## config.mk

```make
export PLATFORM = sky130hd
export DESIGN_NAME = inst_fetch_unit_flat
export DESIGN_NICKNAME = d
export VERILOG_FILES = /design/src/rtl/cpu_pkg.sv /design/src/rtl/inst_fetch_unit_if.sv /design/src/rtl/fetch_timeout_ctr.sv /design/src/rtl/inst_fetch_unit.sv /design/src/flat_wrapper.sv
export SDC_FILE = /design/constraint.sdc
export NUM_CORES = 1
export LEC_CHECK = 0
export ABC_AREA = 1
export CORE_MARGIN = 8
export CORE_UTILIZATION = 35
export DETAILED_ROUTE_END_ITERATION = 12
export SETUP_SLACK_MARGIN = 0.1
export SLEW_MARGIN = 20
export SYNTH_ARGS = -nofsm -noshare
export SYNTH_HDL_FRONTEND = slang
export SYNTH_SLANG_ARGS = --single-unit
export TNS_END_PERCENT = 10
```

## constraint.sdc

```tcl
create_clock -name CLK -period 5.3 [get_ports CLK]
set_input_delay 1.325 -clock CLK [delete_from_list [all_inputs] [get_ports CLK]]
set_output_delay 1.325 -clock CLK [all_outputs]
set_load 0.05 [all_outputs]
```

## src/rtl/cpu_pkg.sv

```systemverilog
// Shared CPU definitions: fetch FSM encoding, default bus widths, PC step and reset address.
package cpu_pkg;

  localparam int ADDR_W_DEF = 32;
  localparam int DATA_W_DEF = 32;
  localparam int PC_STEP    = 4;
  localparam logic [31:0] RESET_ADDR = 32'h0000_0000;

  typedef enum logic [1:0] {
    ST_IDLE = 2'd0,
    ST_REQ  = 2'd1,
    ST_DONE = 2'd2,
    ST_ERR  = 2'd3
  } fetch_state_e;

endpackage

```

## src/rtl/inst_fetch_unit_if.sv

```systemverilog
// Control-unit / instruction-memory bundle seen by the fetch unit.
// The slave modport is the fetch unit's view; master is the surrounding CPU.
interface inst_fetch_unit_if
  import cpu_pkg::*;
#(
  parameter int ADDR_W = ADDR_W_DEF,
  parameter int DATA_W = DATA_W_DEF
);
  logic              fetchStart;
  logic [ADDR_W-1:0] pcAddress;
  logic              memReq;
  logic [ADDR_W-1:0] memAddr;
  logic              memAck;
  logic [DATA_W-1:0] memRdata;
  logic [DATA_W-1:0] instOut;
  logic [ADDR_W-1:0] pcPlus4;
  logic              fetchDone;
  logic              busy;
  logic              fault;

  modport slave (
    input  fetchStart, pcAddress, memAck, memRdata,
    output memReq, memAddr, instOut, pcPlus4, fetchDone, busy, fault
  );

  modport master (
    output fetchStart, pcAddress, memAck, memRdata,
    input  memReq, memAddr, instOut, pcPlus4, fetchDone, busy, fault
  );
endinterface

```

## src/rtl/fetch_timeout_ctr.sv

```systemverilog
// Wait counter for an outstanding memory request; only built with FETCH_TIMEOUT_EN.
`ifdef FETCH_TIMEOUT_EN
module fetch_timeout_ctr #(
  parameter int TIMEOUT_CYCLES = 16
)(
  input  logic clk,
  input  logic rst,
  input  logic clr_i,
  input  logic inc_i,
  output logic expire_o
);
  localparam int CNT_W = $clog2(TIMEOUT_CYCLES + 1);

  logic [CNT_W-1:0] cnt_q;

  // Fires on the edge that would complete the TIMEOUT_CYCLES-th idle wait cycle.
  assign expire_o = inc_i && (cnt_q == CNT_W'(TIMEOUT_CYCLES - 1));

  always_ff @(posedge clk or posedge rst) begin
    if (rst) begin
      cnt_q <= '0;
    end else if (clr_i) begin
      cnt_q <= '0;
    end else if (inc_i) begin
      cnt_q <= cnt_q + 1'b1;
    end
  end
endmodule
`endif

```

## src/rtl/inst_fetch_unit.sv

```systemverilog
// IF stage: one instruction-memory read per fetchStart, result latched into the IR.
// Optional memAck timeout is enabled by defining FETCH_TIMEOUT_EN.
module inst_fetch_unit
  import cpu_pkg::*;
#(
  parameter int ADDR_W         = ADDR_W_DEF,
  parameter int DATA_W         = DATA_W_DEF,
  parameter int TIMEOUT_CYCLES = 16
)(
  input  logic              CLK,
  input  logic              RST,
  inst_fetch_unit_if.slave  bus
);
  fetch_state_e      state_q;
  logic              mem_req_q;
  logic              fetch_done_q;
  logic              busy_q;
  logic              fault_q;
  logic [ADDR_W-1:0] mem_addr_q;
  logic [ADDR_W-1:0] pc_plus4_q;
  logic [DATA_W-1:0] inst_q;

  logic start_ok;
  logic start_bad;
  logic timeout_hit;

  assign start_ok  = (state_q == ST_IDLE) && bus.fetchStart && (bus.pcAddress[1:0] == 2'b00);
  assign start_bad = (state_q == ST_IDLE) && bus.fetchStart && (bus.pcAddress[1:0] != 2'b00);

`ifdef FETCH_TIMEOUT_EN
  fetch_timeout_ctr #(
    .TIMEOUT_CYCLES (TIMEOUT_CYCLES)
  ) u_timeout (
    .clk      (CLK),
    .rst      (RST),
    .clr_i    (start_ok),
    .inc_i    ((state_q == ST_REQ) && !bus.memAck),
    .expire_o (timeout_hit)
  );
`else
  logic unused_cfg;
  assign unused_cfg  = (TIMEOUT_CYCLES == 0);
  assign timeout_hit = 1'b0;
`endif

  always_ff @(posedge CLK or posedge RST) begin
    if (RST) begin
      state_q      <= ST_IDLE;
      mem_req_q    <= 1'b0;
      fetch_done_q <= 1'b0;
      busy_q       <= 1'b0;
      fault_q      <= 1'b0;
      mem_addr_q   <= ADDR_W'(RESET_ADDR);
      pc_plus4_q   <= '0;
      inst_q       <= '0;
    end else begin
      fetch_done_q <= 1'b0;
      case (state_q)
        ST_IDLE: begin
          if (start_ok) begin
            mem_addr_q <= bus.pcAddress;
            pc_plus4_q <= bus.pcAddress + ADDR_W'(PC_STEP);
            mem_req_q  <= 1'b1;
            busy_q     <= 1'b1;
            fault_q    <= 1'b0;
            state_q    <= ST_REQ;
          end else if (start_bad) begin
            fault_q <= 1'b1;
            busy_q  <= 1'b1;
            state_q <= ST_ERR;
          end
        end
        ST_REQ: begin
          // An ack wins over a timeout landing on the same edge.
          if (bus.memAck) begin
            inst_q       <= bus.memRdata;
            mem_req_q    <= 1'b0;
            fetch_done_q <= 1'b1;
            state_q      <= ST_DONE;
          end else if (timeout_hit) begin
            mem_req_q <= 1'b0;
            fault_q   <= 1'b1;
            state_q   <= ST_ERR;
          end
        end
        ST_DONE, ST_ERR: begin
          busy_q  <= 1'b0;
          state_q <= ST_IDLE;
        end
        default: begin
          state_q <= ST_IDLE;
        end
      endcase
    end
  end

  assign bus.memReq    = mem_req_q;
  assign bus.memAddr   = mem_addr_q;
  assign bus.instOut   = inst_q;
  assign bus.pcPlus4   = pc_plus4_q;
  assign bus.fetchDone = fetch_done_q;
  assign bus.busy      = busy_q;
  assign bus.fault     = fault_q;
endmodule

```

## src/flat_wrapper.sv

```systemverilog
// flat-port wrapper written by rule: the top's interface ports become plain ports
module inst_fetch_unit_flat import cpu_pkg::*;
#(
  parameter int ADDR_W         = ADDR_W_DEF,
  parameter int DATA_W         = DATA_W_DEF,
  parameter int TIMEOUT_CYCLES = 16
)
  (CLK, RST, bus_fetchStart, bus_pcAddress, bus_memAck, bus_memRdata, bus_memReq, bus_memAddr, bus_instOut, bus_pcPlus4, bus_fetchDone, bus_busy, bus_fault);
  inst_fetch_unit_if #(.ADDR_W(ADDR_W), .DATA_W(DATA_W)) bus_i ();
  input  logic CLK;
  input  logic RST;
  input wire logic [$bits(bus_i.fetchStart)-1:0] bus_fetchStart;
  input wire logic [$bits(bus_i.pcAddress)-1:0] bus_pcAddress;
  input wire logic [$bits(bus_i.memAck)-1:0] bus_memAck;
  input wire logic [$bits(bus_i.memRdata)-1:0] bus_memRdata;
  output wire logic [$bits(bus_i.memReq)-1:0] bus_memReq;
  output wire logic [$bits(bus_i.memAddr)-1:0] bus_memAddr;
  output wire logic [$bits(bus_i.instOut)-1:0] bus_instOut;
  output wire logic [$bits(bus_i.pcPlus4)-1:0] bus_pcPlus4;
  output wire logic [$bits(bus_i.fetchDone)-1:0] bus_fetchDone;
  output wire logic [$bits(bus_i.busy)-1:0] bus_busy;
  output wire logic [$bits(bus_i.fault)-1:0] bus_fault;
  assign bus_i.fetchStart = bus_fetchStart;
  assign bus_i.pcAddress = bus_pcAddress;
  assign bus_i.memAck = bus_memAck;
  assign bus_i.memRdata = bus_memRdata;
  assign bus_memReq = bus_i.memReq;
  assign bus_memAddr = bus_i.memAddr;
  assign bus_instOut = bus_i.instOut;
  assign bus_pcPlus4 = bus_i.pcPlus4;
  assign bus_fetchDone = bus_i.fetchDone;
  assign bus_busy = bus_i.busy;
  assign bus_fault = bus_i.fault;
  inst_fetch_unit #(.ADDR_W(ADDR_W), .DATA_W(DATA_W), .TIMEOUT_CYCLES(TIMEOUT_CYCLES)) u_core (.CLK(CLK), .RST(RST), .bus(bus_i));
endmodule
```

== Yosys cells after proc, flatten, opt, wreduce, memory -nomap -nowiden ==
Cells that the tools add are included.
Widths: inputs -> output; s select.

* Bits in registers: 102
* Latch bits: 0
* Bits in writable memories: 0
* Bits in read-only memories: 0
* Bits of input ports: 68
* Output and inout bits: 100
* Word-level logic and storage cells: 44
* Memories kept: 0

* Add/sub/neg operators: 1
* Multiply operators: 0
* Divide/modulo/power cells: 0
* Order comparisons: 0
* Equality and inequality tests: 6
* Shift-type cells: 0
* Muxes and demuxes: 13
* Bitwise operators: 0
* Reduce and logical (&&, ||, !) cells: 16

{| class="wikitable"
|+ Operator list
! operator !! number
|-
| $add 32x3->32 const B || 1
|-
| $reduce_and 2->1 || 5
|-
| $reduce_bool 2->1 || 4
|-
| $mux 1 || 7
|-
| $mux 2 || 3
|-
| $pmux 2 s3 || 1
|-
| $eq 2x2->1 const B || 2
|-
| $logic_not 2->1 || 2
|-
| $pmux 1 s2 || 2
|-
| $logic_and 1x1->1 || 3
|-
| $ne 3x1->1 const B || 1
|-
| $reduce_and 3->1 || 1
|-
| $eq 2x1->1 const B || 1
|-
| $ne 2x1->1 const B || 1
|-
| $ne 2x2->1 const B || 1
|-
| $reduce_or 2->1 || 1
|}

== Logic depth before layout (Yosys ltp) ==
* Depth in word-level cells: 6
* Mapped depth: 8
* Mapped depth without buffers: 8

== Least setup slack after synthesis ==
OpenSTA, ideal clock, no wires.

* Path type: input to register
* Start: input port bus_pcAddress[2]
* End: register u_core.pc_plus4_q[22] (netlist: u_core.bus.pcPlus4[22])
* Setup time: 0.125 ns
* Arrival: 2.129 ns
* Required time: 5.175 ns
* Setup slack: 3.047 ns
* Cell stages on the path: 8
* Path buffers: 0
* Cells stage by stage: ha_1 > nand2_2 > nor2_4 > nand2_4 > nor2_4 > nand2_1 > nand2_1 > nand3_1

* Longest elaborated chain between the ends: 1

{| class="wikitable"
|+ Ends and longest elaborated chain
! item !! RTL line !! RTL
|-
| start: declaration || flat_wrapper.sv:13 || <nowiki>input wire logic [$bits(bus_i.pcAddress)-1:0] bus_pcAddress;</nowiki>
|-
| $add 32x3->32 || inst_fetch_unit.sv:62 || <nowiki>pc_plus4_q <= bus.pcAddress + ADDR_W'(PC_STEP);</nowiki>
|-
| end signal: assignment || inst_fetch_unit.sv:62 ||
|-
| end: declaration || inst_fetch_unit.sv:20 || <nowiki>logic [ADDR_W-1:0] pc_plus4_q;</nowiki>
|}

No other way between the ends.
A chain may end at the register's enable or synchronous reset.

== Worst setup path after layout ==
* Start: input port bus_memAck
* End: register u_core.state_q[1]

* Longest elaborated chain between the ends: 2

{| class="wikitable"
|+ Ends and longest elaborated chain
! item !! RTL line !! RTL
|-
| start: declaration || flat_wrapper.sv:14 || <nowiki>input wire logic [$bits(bus_i.memAck)-1:0] bus_memAck;</nowiki>
|-
| $ne 2x2->1 (no line) || -- ||
|-
| $reduce_and 2->1 (no line) || -- ||
|-
| end signal: assignment || inst_fetch_unit.sv:48 || <nowiki>state_q <= ST_IDLE;</nowiki>
|-
| end signal: assignment || inst_fetch_unit.sv:66 || <nowiki>state_q <= ST_REQ;</nowiki>
|-
| end signal: assignment || inst_fetch_unit.sv:70 || <nowiki>state_q <= ST_ERR;</nowiki>
|-
| end: declaration || inst_fetch_unit.sv:14 || <nowiki>fetch_state_e state_q;</nowiki>
|}

No other way between the ends.

==> summary.md <==
| Metric | Value |
|---|---|
| Status | complete, no violations |
| Setup Viol. Count Final | 0 |
| Fin nets | 820 |
| DR WL/cell | 15.29 um |
| Die width | 132.1 um |
| Clock Pin Slew Worst Setup and Hold Paths | 70 ps |
| Setup tns final | 0 ps |
| Max_cap viols | 0 |
| WHS Endpoint | u_core.bus.instOut[26]$_DFFE_PP0P_ |
| Synth Area in Compound Gates | 4.561% |
| Flop2flop setup slack | 2860 ps |
| Worst setup EP type | flip-flop |
| Hold_buf cts | 0 |
| CP Buf/Inv Count | 3 |
| Area of the multi-input gates | 1907 sq um |
| Root Driver | clkbuf_16 |
| Post-synthesis adder-cell area fraction | 0.2652% |
| Largest family of logic cells by synthesized area | simple AND/OR/NAND/NOR gates |
| Grt met2 use | 25.40% |
| Most frequent cells in the layout | nand2_1, clkdlybuf4s50_1, dfrtp_1 |
| Routed wire length | 14230 um |
| Clock buffers created by TritonCTS | 9 |
| Global routing usage on met1 | 21.07% |
| Max-slew violation count | 0 |
| Clock Latency Late Sink | 340 ps |
| Family with the most delay on the worst path | buffers and inverters |
| Final setup skew | 8.540 ps |
| Critical R2R Launch | u_core.state_q[0]$_DFFE_PP0P_ |
| Die Y | 132.1 um |
| Rows | 42 |
| Crit path DAT | 3680 ps |
| Power Density | 666.2 nW/um^2 |
| Post-route DRC | 0 |
| Hold Crit Start | u_core.bus.instOut[26]$_DFFE_PP0P_ |
| CTS tree | done |
| Fill count | 1254 |
| First-pass GRT wire length | 23490 um |
| Largest net degree at the start of global routing | 79 |
| I/O pins | 168 |
| Worst Hold Class | reg2reg |
| Leakage | 3.254 nW |
| Syn-to-layout area delta | 43.60% |
| Mux cell area share after synthesis | 0% |
| Port bufs | 167 |
| First DRT Iteration DRCs | 265 |
| ANT nets after route | 0 |
| Cells after Synth | 593 |
| Simple-gate share of the synthesized area | 34.58% |
| Critical Path Slowest Stage Cell | clkinv_1 |
| Yosys warning count | 0 |
| Vias per cell | 4.676 |
| Final hold slack | 478.2 ps |
| Reg-to-Reg End | u_core.state_q[1]$_DFFE_PP0P_ |
| Share of layout cells above drive strength 1 | 5.563% |
| Initial antenna violation count | 0 |
| Post-synthesis sequential area ratio | 53.04% |
| GRT overflow | 0 |
| Highest ir drop seen on vdd | 0.2976 mV |
| CTS sink count | 100 |
| Post-Synth XOR/XNOR Area | 0.7425% |
| Most common cell after layout, fill and taps aside | nand2_1 |
| Pre-CTS setup slack | 1473 ps |
| Sequence of cells on the critical path | clkdlybuf4s50_1 -> nand3_2 -> clkinv_1 -> o21ai_0 -> inv_1 |
| Core box area | 13190 sq um |
| DRT Pass-1 Iters | 4 |
| Total power | 4.514 mW |
| Crit path kind | in2reg |
| Total die area | 17450 sq um |
| Detailed Place HPWL | 10610 um |
| Placer Congestion | 0.8415 |
| Ant. Diodes | 0 |
| Vias in the first global route | 4502 |
| Global Route met3 Usage | 5.259% |
| Worst-path maximum fanout | 34 |
| Global route hottest layer | met2 |
| Synthesized flop and latch total | 100 |
| Setup ws final | 1849 ps |
| Syn nets | 662 |
| GRT Util Overall | 16.48% |
| Initial core utilization | 35.77% |
| Post-CTS setup buffers | 0 |
| Hold path cells | 2 |
| Hold Vio Cnt, Final | 0 |
| Distinct cell type count after synthesis | 28 |
| DR vias | 4353 |
| Synthesized area per cell | 7.957 sq um |
| Max Clk Rate | 0.2898 GHz |
| Final cycle utilization of the critical path | 65.11% |
| CP max stage delay | 950 ps |
| Slew headroom | 36.73% |
| Clock tree buffer depth | 2 |
| H-tree levels | 3 |
| Reg area | 2502 sq um |
| Tmin final | 3451 ps |
| Finished Core Util | 51.37% |
| CTS resizes | 0 |
| RSZ-0062 raised after global routing | false |
| Cell area after synthesis | 4718 sq um |
| Worst-margin pin slew | 943.3 ps |
| Worst Path Required | 5530 ps |
| Startpoint Class | input port |
| Reg2reg path depth | 4 |
-- through the flow --
stage | area, sq um | instances
final | 6775 | 931
after global routing | 6775 | 931
after CTS | 6773 | 931
after detailed placement | 6494 | 916
after global placement | 6494 | 916
after floorplan | 4718 | 593
-- cell usage after synthesis --
cell      count  area [sq um]
buf_6         6         67.56
o21ai_1       8         40.04
nand2_8       1         20.02
nand2_2       3         18.77
nor3_1        1         5.000
buf_4         3         22.52
nor2_8        3         60.06
dfrtp_1     100          2502
o21ai_0      28         140.1
ha_1          1         12.51
nor2_1       72         270.3
nand2_4       2         22.52
clkbuf_1      5         18.77
xnor2_1       1         8.760
nand3_2       1         10.01
inv_4         1         6.260
buf_2         9         45.04
and2_1        2         12.51
nor2_4        5         56.30
clkinv_1      1         3.750
or2_2         3         18.77
o21a_1        4         30.03
a21oi_1       1         5.000
xor2_1        3         26.28
nand3_1      40         200.2
nand2_1     243         912.1
inv_1        42         157.7
nor2_2        4         25.02
-- registers in the layout (all words and copies together) (netlist names) --
register              count
u_core.bus.fault          1
u_core.bus.instOut       32
u_core.bus.memReq         1
u_core.bus.busy           1
u_core.bus.memAddr       30
u_core.bus.pcPlus4       32
u_core.bus.fetchDone      1
u_core.state_q            2
-- worst reg2reg max path, delay by kind of cell, from the launching register on --
kind	cells	cell delay, ps
buf+inv	2	1010
simple gates	1	500
flops	1	410
compound gates	1	400
-- final cells by class --
class / instances / share of cell area [%]
inverter: 44 / 2.548
tap: 176 / 3.250
multi-input combinational: 426 / 28.14
clock inverter: 3 / 0.3324
timing repair buffer: 170 / 25.00
clock buffer: 12 / 3.786
sequential: 100 / 36.93
-- power by group --
group          leakage [nW]  internal (mW)  switching [mW]
sequential             1.24           1.12           0.208
clock                 0.127          0.342           0.290
combinational          1.89          0.807            1.75
-- kinds of logic after synthesis --
group / Yosys count
fa+ha+maj: 1
simple gates: 380
buf+inv: 67
flops: 100
compound gates: 41
xor+xnor: 4
-- metal layers --
layer / share of wire (%) / routed length (um) / vias up
li1: - / - / 2137
met4: 2.2 / 309 / 0
met3: 8.0 / 1132 / 23
met1: 47 / 6624 / 2034
met2: 43 / 6166 / 159
met5: 0 / 0 / -
-- worst max path at each step --
stage                                                to  startpoint  slack (ps)  cells after the start
final                     u_core.state_q[1]$_DFFE_PP0P_  bus_memAck        1850                      5
after global routing      u_core.state_q[1]$_DFFE_PP0P_  bus_memAck        1590                      5
after CTS                 u_core.state_q[1]$_DFFE_PP0P_  bus_memAck        1820                      5
after detailed placement  u_core.state_q[1]$_DFFE_PP0P_  bus_memAck        1470                      5
after global placement    u_core.state_q[1]$_DFFE_PP0P_  bus_memAck        1570                      5
after floorplan             u_core.bus.busy$_DFFE_PP0P_         RST        1360                      1
Note: power is estimated with default switching activity, not from simulation.
